**config.mk**
```make
export PLATFORM = sky130hd
export DESIGN_NAME = pkt_gen_out
export DESIGN_NICKNAME = d
export VERILOG_FILES = /design/src/rtl/pkt_gen_out.sv
export SDC_FILE = /design/constraint.sdc
export NUM_CORES = 1
export LEC_CHECK = 0
export BUFFER_PORTS_ARGS = -buffer_cell sky130_fd_sc_hd__clkbuf_2
export CAP_MARGIN = 20
export CELL_PAD_IN_SITES_DETAIL_PLACEMENT = 0
export CELL_PAD_IN_SITES_GLOBAL_PLACEMENT = 1
export CORE_MARGIN = 2
export CORE_UTILIZATION = 35
export CTS_CLUSTER_DIAMETER = 30
export DETAILED_ROUTE_END_ITERATION = 8
export GPL_TIMING_DRIVEN = 1
export PLACE_DENSITY = 0.84
export SYNTH_ARGS = -nofsm -noshare
export SYNTH_HDL_FRONTEND = slang
export SYNTH_SLANG_ARGS = --single-unit
```
**constraint.sdc**
```tcl
create_clock -name clk -period 3.15 [get_ports clk]
set_input_delay 0.315 -clock clk [delete_from_list [all_inputs] [get_ports clk]]
set_output_delay 0.315 -clock clk [all_outputs]
set_load 0.05 [all_outputs]
```
**src/rtl/pkt_gen_out.sv**
```systemverilog
// Packet generator: turns AXI write beats into NoC flits (head + one flit per beat)
// behind a single output register that is gated by the router's per-VC ready.
module pkt_gen_out #(
  parameter int FLIT_WIDTH    = 34,
  parameter int FLIT_TP_WIDTH = 2,
  parameter int N_VIRT_CHN    = 3,
  parameter int VC_WIDTH      = 2,
  parameter int X_WIDTH       = 2,
  parameter int Y_WIDTH       = 2,
  parameter int PKT_SZ_WIDTH  = 9
) (
  input  logic                                clk,
  input  logic                                arst,
  input  logic                                req_valid_i,
  input  logic                                req_new_i,
  input  logic                                req_last_i,
  input  logic [VC_WIDTH-1:0]                 req_vc_id_i,
  input  logic [PKT_SZ_WIDTH-1:0]             req_pkt_sz_i,
  input  logic [FLIT_WIDTH-FLIT_TP_WIDTH-1:0] req_flit_data_i,
  output logic                                req_ready_o,
  input  logic [X_WIDTH-1:0]                  x_dest_i,
  input  logic [Y_WIDTH-1:0]                  y_dest_i,
  output logic [FLIT_WIDTH-1:0]               flit_o,
  output logic [VC_WIDTH-1:0]                 flit_vc_o,
  output logic                                flit_valid_o,
  input  logic [N_VIRT_CHN-1:0]               vc_ready_i,
  output logic                                busy_o,
  output logic                                err_o
);

  localparam int PW = FLIT_WIDTH - FLIT_TP_WIDTH;
  localparam int HW = X_WIDTH + Y_WIDTH + PKT_SZ_WIDTH;

  localparam logic [FLIT_TP_WIDTH-1:0] TP_HEAD = FLIT_TP_WIDTH'(2'b00);
  localparam logic [FLIT_TP_WIDTH-1:0] TP_BODY = FLIT_TP_WIDTH'(2'b01);
  localparam logic [FLIT_TP_WIDTH-1:0] TP_TAIL = FLIT_TP_WIDTH'(2'b10);

  typedef enum logic [0:0] {S_IDLE = 1'b0, S_BODY = 1'b1} state_e;

  state_e                    state_q, state_d;
  logic                      valid_q, valid_d;
  logic [FLIT_WIDTH-1:0]     flit_q, flit_d;
  logic [VC_WIDTH-1:0]       vc_q, vc_d;
  logic [VC_WIDTH-1:0]       vc_lat_q, vc_lat_d;
  logic [PKT_SZ_WIDTH-1:0]   sz_lat_q, sz_lat_d;
  logic [PKT_SZ_WIDTH-1:0]   beat_cnt_q, beat_cnt_d;
  logic                      err_q, err_d;

  logic                      out_free_s;
  logic                      xfer_s;
  logic                      head_ld_s;
  logic                      body_acc_s;
  logic                      orphan_s;
  logic                      exp_last_s;
  logic                      is_tail_s;
  logic [PKT_SZ_WIDTH:0]     cnt_p1_s;

  // Ready of one VC; VC ids beyond N_VIRT_CHN read as not ready.
  function automatic logic vc_rdy(input logic [N_VIRT_CHN-1:0] rdy,
                                  input logic [VC_WIDTH-1:0]   vc);
    logic r;
    r = 1'b0;
    for (int i = 0; i < N_VIRT_CHN; i++) begin
      r = r | ((vc == VC_WIDTH'(i)) & rdy[i]);
    end
    return r;
  endfunction

  assign out_free_s = ~valid_q | vc_rdy(vc_ready_i, vc_q);
  assign xfer_s     = valid_q & vc_rdy(vc_ready_i, vc_q);
  assign cnt_p1_s   = {1'b0, beat_cnt_q} + (PKT_SZ_WIDTH+1)'(1);
  assign exp_last_s = (cnt_p1_s >= {1'b0, sz_lat_q});
  assign is_tail_s  = req_last_i | exp_last_s;

  // State register
  always_ff @(posedge clk or posedge arst) begin
    if (arst) begin
      state_q <= S_IDLE;
    end else begin
      state_q <= state_d;
    end
  end

  // Next-state logic
  always_comb begin
    state_d = state_q;
    case (state_q)
      S_IDLE: begin
        if (head_ld_s) state_d = S_BODY;
        else           state_d = S_IDLE;
      end
      S_BODY: begin
        if (body_acc_s && is_tail_s) state_d = S_IDLE;
        else                         state_d = S_BODY;
      end
      default: state_d = S_IDLE;
    endcase
  end

  // FSM outputs: beat handshake and load strobes
  always_comb begin
    req_ready_o = 1'b0;
    head_ld_s   = 1'b0;
    body_acc_s  = 1'b0;
    orphan_s    = 1'b0;
    case (state_q)
      S_IDLE: begin
        // The head beat is left pending; only orphan beats are swallowed here.
        req_ready_o = req_valid_i & ~req_new_i;
        head_ld_s   = req_valid_i & req_new_i & out_free_s;
        orphan_s    = req_valid_i & ~req_new_i;
      end
      S_BODY: begin
        req_ready_o = out_free_s;
        body_acc_s  = req_valid_i & out_free_s;
      end
      default: begin
        req_ready_o = 1'b0;
      end
    endcase
  end

  // Datapath next-state: output stage, packet context, error pulse
  always_comb begin
    valid_d    = valid_q;
    flit_d     = flit_q;
    vc_d       = vc_q;
    vc_lat_d   = vc_lat_q;
    sz_lat_d   = sz_lat_q;
    beat_cnt_d = beat_cnt_q;
    err_d      = orphan_s | (body_acc_s & (req_last_i != exp_last_s));
    if (head_ld_s) begin
      valid_d    = 1'b1;
      flit_d     = {TP_HEAD, {(PW-HW){1'b0}}, x_dest_i, y_dest_i, req_pkt_sz_i};
      vc_d       = req_vc_id_i;
      vc_lat_d   = req_vc_id_i;
      sz_lat_d   = req_pkt_sz_i;
      beat_cnt_d = '0;
    end else if (body_acc_s) begin
      valid_d    = 1'b1;
      flit_d     = {(is_tail_s ? TP_TAIL : TP_BODY), req_flit_data_i};
      vc_d       = vc_lat_q;
      beat_cnt_d = beat_cnt_q + PKT_SZ_WIDTH'(1);
    end else if (xfer_s) begin
      valid_d    = 1'b0;
    end else begin
      valid_d    = valid_q;
    end
  end

  // Datapath registers
  always_ff @(posedge clk or posedge arst) begin
    if (arst) begin
      valid_q    <= 1'b0;
      flit_q     <= '0;
      vc_q       <= '0;
      vc_lat_q   <= '0;
      sz_lat_q   <= '0;
      beat_cnt_q <= '0;
      err_q      <= 1'b0;
    end else begin
      valid_q    <= valid_d;
      flit_q     <= flit_d;
      vc_q       <= vc_d;
      vc_lat_q   <= vc_lat_d;
      sz_lat_q   <= sz_lat_d;
      beat_cnt_q <= beat_cnt_d;
      err_q      <= err_d;
    end
  end

  assign flit_o       = flit_q;
  assign flit_vc_o    = vc_q;
  assign flit_valid_o = valid_q;
  assign busy_o       = (state_q == S_BODY);
  assign err_o        = err_q;

endmodule

```
==> results.yml, run 1 <==
run_status:
  status: "complete, no violations"
logic_synthesis:
  synth_fa_ha_area_share_pct: 5.000
  synth-xor-area-share_pct: 2.227
  synth_top_area_share_pct: 53.64
  ys_warn_count: 0
  synth.distinct_cells: 34
  ys_seq_area_share_pct: 53.64
  synth.largest_area_cell: "dfrtp_1"
  synth_top_family_by_area: "multiplexers"
  ys_seq_elements: 59
  synthMuxAreaShare_pct: 16.86
  synth_compound_area_share_pct: 13.50
  synthCells: 212
  yosys.area_share.simple_pct: 4.727
  synthTopCellsByArea: "dfrtp_1 (54%), mux2_2 (13%), a22o_1 (9.5%), ha_1 (5.0%), mux2_4 (3.8%)"
  syn_avg_cell_area_sq_um: 12.98
  syn_area_sq_mm: 0.002753
  syn_nets: 278
die:
  dieHeight_um: 92.69
  die_w_um: 92.69
  die_area_sq_mm: 0.008591
  row_count: 32
  ios: 95
  initial_core_util_pct: 35.81
  core_area_sq_mm: 0.007687
pwr:
  peakVddDrop_uv: 723.8
  total_power_mw: 3.901
  leakage_nw: 1.808
  pwr_density_cell_mw_per_mm2: 1120
sta:
  setup_slack_ns: 0.6516
  skew_ns: 0.005962
  setup_viol: 0
  hold_viol_final: 0
  period_needed_ns: 2.498
  relSlewSlack_pct: 31.03
  max_freq_mhz: 400.3
  worstMarginPinSlew_ns: 1.034
  fin_setup_tns_ns: 0
  slew_violations: 0
  period_share_pct: 79.31
  rsz0062_at_grt: "no"
layout:
  layout.nets: 376
  final_cell_mix: "clkbuf_2 (94), dfrtp_1 (59), mux2_2 (31), a22o_1 (30), inv_1 (14)"
  final_common_cell: "clkbuf_2"
  drive_gt1_share_pct: 48.25
  syn_to_final_growth_pct: 26.50
  n_antenna_cell: 0
grt:
  grt_pass1_vias: 2170
  grt_pass1_wl_um: 9998
  grt_use_total_pct: 14.50
  gr-total-overflow: 0
  antenna_found_initial: 0
  grt_max_degree: 47
route:
  routed_wl_um: 5735
  drt-pass1-iter-count: 5
  drc: 0
  vias: 2032
  drtIter0Drc: 77
  viasPerCell: 4.873
  drtAntennaViolNets: 0
  wl_per_cell_um: 13.75
setup_path:
  crit_required_ns: 3.37
  cp-end-kind: "flip-flop"
  rrSetupSlack_ns: 0.65
  rr_worst_depth: 11
  reg2reg_from: "beat_cnt_q[2]"
  crit_path_start_kind: "flip-flop"
  crit_type: "reg2reg"
  reg2reg_to: "flit_o[33]"
  path_max_fanout: 5
  arrival_ns: 2.71
clock_network:
  cts.sinks: 59
  clock_latency_ns: 0.33
  cts_htree_levels: 3
  cts_setup_buffers: 0
  clkTransAtPathRegs_ns: 0.07
  cts_buffer_depth: 2
  cts_hold_buf: 0
  cts_tree: "yes"
  cts-resized-gates: 0
  numCtsBuffers: 9
  cts_root_buf: "clkbuf_8"
place:
  place_ws_ns: 0.7064
  dp_hpwl_um: 4033
  gp_congestion: 0.7569
  io_buffers: 94
min_path:
  hold_path.class: "in2async"
run:
  drv_cap: 0
-- stage by stage --
stage / area [sq um] / instances / utilization (%) / hold slack [ns]
after floorplan: 2753 / 212 / - / 0.4276
after global placement: 3321 / 401 / 43.20 / 0.4405
after detailed placement: 3321 / 401 / 43.20 / 0.4554
after CTS: 3482 / 417 / 45.30 / 0.09942
after global routing: 3482 / 417 / 45.30 / 0.1386
final: 3482 / 417 / 45.30 / 0.08226
-- kinds of logic after synthesis --
family / count (synthesis)
AOI/OAI and AO/OA: 46
muxes: 39
adders and majority gates: 11
DFF: 59
buffers and inverters: 25
and+or+nand+nor: 25
xor gates and xnor gates: 7
-- flip-flops by register name, indices dropped and copies added, names as in the netlist --
signal        flops
vc_lat_q          2
err_o             1
flit_o           34
sz_lat_q          9
flit_vc_o         2
beat_cnt_q        9
busy_o            1
flit_valid_o      1
-- worst max-delay path, stage by stage, from the launching register on --
cell and delay [ns]:
dfrtp_1 0.42, and3_1 0.24, nand2_1 0.09, xnor2_1 0.25
ha_1 0.30, a21o_1 0.16, a21oi_1 0.14, o21ai_0 0.10
a41oi_1 0.19, ha_1 0.23, inv_1 0.05, a22o_1 0.20
-- layer usage --
metal	global-route usage (%)	vias up	part of all wire, %
met5	0	-	0
met4	3.064	0	0.59
met3	5.696	4	5.8
met2	24.03	65	48
met1	18.06	991	45
li1	-	972	-
-- worst max-delay path by stage --
stage / startpoint / endpoint / slack [ns] / cells after the start
after floorplan: beat_cnt_q[2] / err_o / 0.97 / 10
after global placement: beat_cnt_q[2] / err_o / 0.71 / 11
after detailed placement: beat_cnt_q[2] / err_o / 0.71 / 11
after CTS: beat_cnt_q[2] / flit_o[33] / 0.65 / 10
after global routing: beat_cnt_q[2] / flit_o[33] / 0.38 / 11
final: beat_cnt_q[2] / flit_o[33] / 0.65 / 11
-- power breakdown --
group          leakage, nW  internal (mW)  switching, mW
combinational        0.990          0.659           1.37
clock               0.0791          0.281          0.294
sequential           0.739           1.09          0.212
-- cell usage after synthesis --
library cell	instances
dfrtp_1	59
mux2_2	31
a22o_1	30
inv_1	15
ha_1	11
mux2_4	7
clkbuf_1	6
xnor2_1	6
nand2_1	5
nand3_1	5
a21oi_1	4
nor2_1	4
o21ai_0	3
a221o_1	2
and3_1	2
buf_2	2
buf_6	2
nand2b_1	2
a21o_1	1
a31oi_1	1
a32oi_1	1
a41oi_1	1
and2_1	1
and4_1	1
mux2i_1	1
nand3b_1	1
nand4_1	1
nor2b_1	1
nor3_1	1
o211ai_1	1
o221ai_1	1
o22ai_1	1
or2_1	1
xor2_1	1
-- final cells by class --
cell class	instances	area, sq um
Multi-Input combinational cell	128	1167
Timing Repair Buffer	97	493.0
Clock inverter	5	30.03
Inverter	15	56.30
Clock buffer	11	131.4
Tap cell	102	127.6
Sequential cell	59	1476
Fill cell	765	4205
Power figures use the tool's default switching activity.
==> run 2: changes to the inputs <==
--- a/config.mk
+++ b/config.mk
@@ -14,7 +14,7 @@
 export CTS_CLUSTER_DIAMETER = 30
 export DETAILED_ROUTE_END_ITERATION = 8
 export GPL_TIMING_DRIVEN = 1
-export PLACE_DENSITY = 0.84
+export PLACE_DENSITY = 0.86
 export SYNTH_ARGS = -nofsm -noshare
 export SYNTH_HDL_FRONTEND = slang
 export SYNTH_SLANG_ARGS = --single-unit
==> constraint.sdc (replaced) <==
create_clock -name clk -period 2.1 [get_ports clk]
set_input_delay 0.21 -clock clk [delete_from_list [all_inputs] [get_ports clk]]
set_output_delay 0.21 -clock clk [all_outputs]
set_load 0.05 [all_outputs]
==> run 2 against run 1 <==
  * Via count rose by 5.9%
  * Critical path type unchanged
  * Die area stayed put
  * Flip-flop and latch count is the same
  * Combinational power grew 66%
  * Register-to-register slack worse by 0.81 ns
  * Non-clock buffer count rose by 29
  * Design area is 11% higher
  * The run now ends with setup timing left
  * Clock-buffer cell count rose by 3
  * Hold slack better by 0.023 ns
==> results.yml, run 2 (synthesis gave the netlist of run 1 again) <==
setup_path:
  crit_type: "reg2reg"
  reg2reg_from: "beat_cnt_q[2]"
  cp-end-kind: "flip-flop"
  rrSetupSlack_ns: -0.16
  rr_worst_depth: 11
  slowest_delay_ns: 0.35
  cpLargestDelayFamily: "adder cells"
  path_buf_inv: 1
  crit_path_start_kind: "flip-flop"
  arrival_ns: 2.47
  path_max_fanout: 3
  slowest_stage: "dfrtp_1"
  crit_cells: 11
  startpoint: "beat_cnt_q[2]"
  crit_required_ns: 2.31
  path_cells: "and3_4 > buf_4 > nand3_2 > xnor2_2 > ha_1 > a21oi_2 > o21ai_1 > a41oi_2 > ha_4 > a31oi_1 > nor2_1"
sta:
  max_freq_mhz: 442.4
  period_share_pct: 107.6
  relSlewSlack_pct: 77.47
  setup_slack_ns: -0.1602
  slew_violations: 0
  hold_viol_final: 0
  rsz0062_at_grt: "yes"
  skew_ns: 0.004129
  setup_viol: 4
  fin_setup_tns_ns: -0.3081
  period_needed_ns: 2.260
  worstMarginPinSlew_ns: 0.3365
layout:
  n_antenna_cell: 0
  largest_reg_flops: 34
  layout.cells.non_filler: 446
  syn_to_final_growth_pct: 40.95
  drive_gt1_share_pct: 58.43
  final_cell_mix: "clkbuf_2 (94), dfrtp_1 (55), mux2_2 (31), a22o_1 (30), buf_4 (28)"
  layout.nets: 405
  nFillCells: 708
  final_common_cell: "clkbuf_2"
clock_network:
  clock_latency_ns: 0.33
  cts_htree_levels: 3
  clkTransAtPathRegs_ns: 0.07
  cts_tree: "yes"
  cts_buffer_depth: 2
  numCtsBuffers: 9
  cts.sinks: 59
  cts_root_buf: "clkbuf_8"
grt:
  gr-total-overflow: 0
  antenna_found_initial: 0
  grt_pass1_wl_um: 10120
  grt_use_total_pct: 14.99
  grt_pass1_vias: 2129
  grt_max_degree: 60
min_path:
  whs_path_depth: 2
  hold_path.class: "in2reg"
  hold_start: "req_flit_data_i[21]"
die:
  initial_core_util_pct: 35.81
  die_area_sq_mm: 0.008591
  ios: 95
  die_w_um: 92.69
  core_area_sq_mm: 0.007687
  row_count: 32
  dieHeight_um: 92.69
route:
  routed_wl_um: 6220
  drtIter0Drc: 67
  drc: 0
  drt-pass1-iter-count: 4
  drtAntennaViolNets: 0
  vias: 2151
  viasPerCell: 4.823
  wl_per_cell_um: 13.95
pwr:
  leakage_nw: 2.023
  pwr_density_cell_mw_per_mm2: 1604
  p_comb_share_pct: 53.8
  internal-power_mw: 3.321
  peakVddDrop_uv: 1019
  switching_share_pct: 46.63
  power_frac_seq_pct: 31.5
  p_sw_mw: 2.902
  power_frac_clock_pct: 14.8
place:
  dp_hpwl_um: 4246
  gp_congestion: 0.8037
  placed_cells: 422
  io_buffers: 94
run:
  drv_cap: 0
run_status:
  violations: "setup timing"
  status: "complete, but fails checks"
-- run 2: worst register-to-register path, stage by stage, from the launching register on --
cell and delay, ns:
dfrtp_1 0.35, and3_4 0.23, buf_4 0.13, nand3_2 0.09, xnor2_2 0.16, ha_1 0.33, a21oi_2 0.13, o21ai_1 0.08
a41oi_2 0.19, ha_4 0.23, a31oi_1 0.16, nor2_1 0.07
-- run 2: layout make-up --
cell class | instances | area, sq um | area share (%)
flip-flops and latches | 59 | 1481 | 38.18
well taps | 102 | 127.6 | 3.289
clock inverters | 2 | 10.01 | 0.2580
multi-input cells | 128 | 1291 | 33.28
inverters | 15 | 56.30 | 1.451
clock buffers | 14 | 162.7 | 4.192
repair buffers | 126 | 750.7 | 19.35
-- run 2: timing repair --
| action | in CTS | in global routing |
|---|---|---|
| hold buffers | 1 | 0 |
| pin swaps | 10 | 6 |
| hold endpoints to repair | 59 | 0 |
| endpoints found under the setup margin | 4 | 4 |
| buffers inserted | 6 | 2 |
| resized for setup | 12 | 13 |
-- run 2: power by group through the flow --
stage | sequential, mW | combinational [mW] | clock (mW)
2_1_floorplan | 3.18 | 1.17 | 0
3_3_place_gp | 1.94 | 3.19 | 0
3_5_place_dp | 1.95 | 3.25 | 0
4_1_cts | 1.94 | 3.34 | 0.951
5_1_grt | 2.01 | 3.58 | 1.00
6_report | 1.96 | 3.35 | 0.920
-- run 2: final timing paths --
path | to
max | err_o
min | flit_o[21]
max reg2reg | err_o
min reg2reg | flit_o[25]
max in group asynchronous | flit_valid_o
min in group asynchronous | flit_o[12]
-- run 2: per-layer routing --
| metal | GRT usage [%] | share of wire [%] | up-vias |
|---|---|---|---|
| met1 | 19.84 | 45 | 1056 |
| met5 | 0 | 0 | - |
| met4 | 4.412 | 0.55 | 0 |
| li1 | - | - | 1033 |
| met3 | 4.882 | 5.7 | 3 |
| met2 | 23.60 | 49 | 59 |
-- run 2: per-stage QoR --
stage | hold slack (ns) | util (%) | worst slack, ns | area (sq um) | power [mW]
after floorplan | 0.3226 | - | -0.04259 | 2760 | 4.347
after global placement | 0.2737 | 45.83 | -0.1525 | 3523 | 5.132
after detailed placement | 0.2832 | 45.83 | -0.1968 | 3523 | 5.197
after CTS | 0.08657 | 49.54 | -0.1479 | 3809 | 6.231
after global routing | 0.09019 | 50.47 | -0.2847 | 3880 | 6.596
final | 0.1049 | 50.47 | -0.1602 | 3880 | 6.223
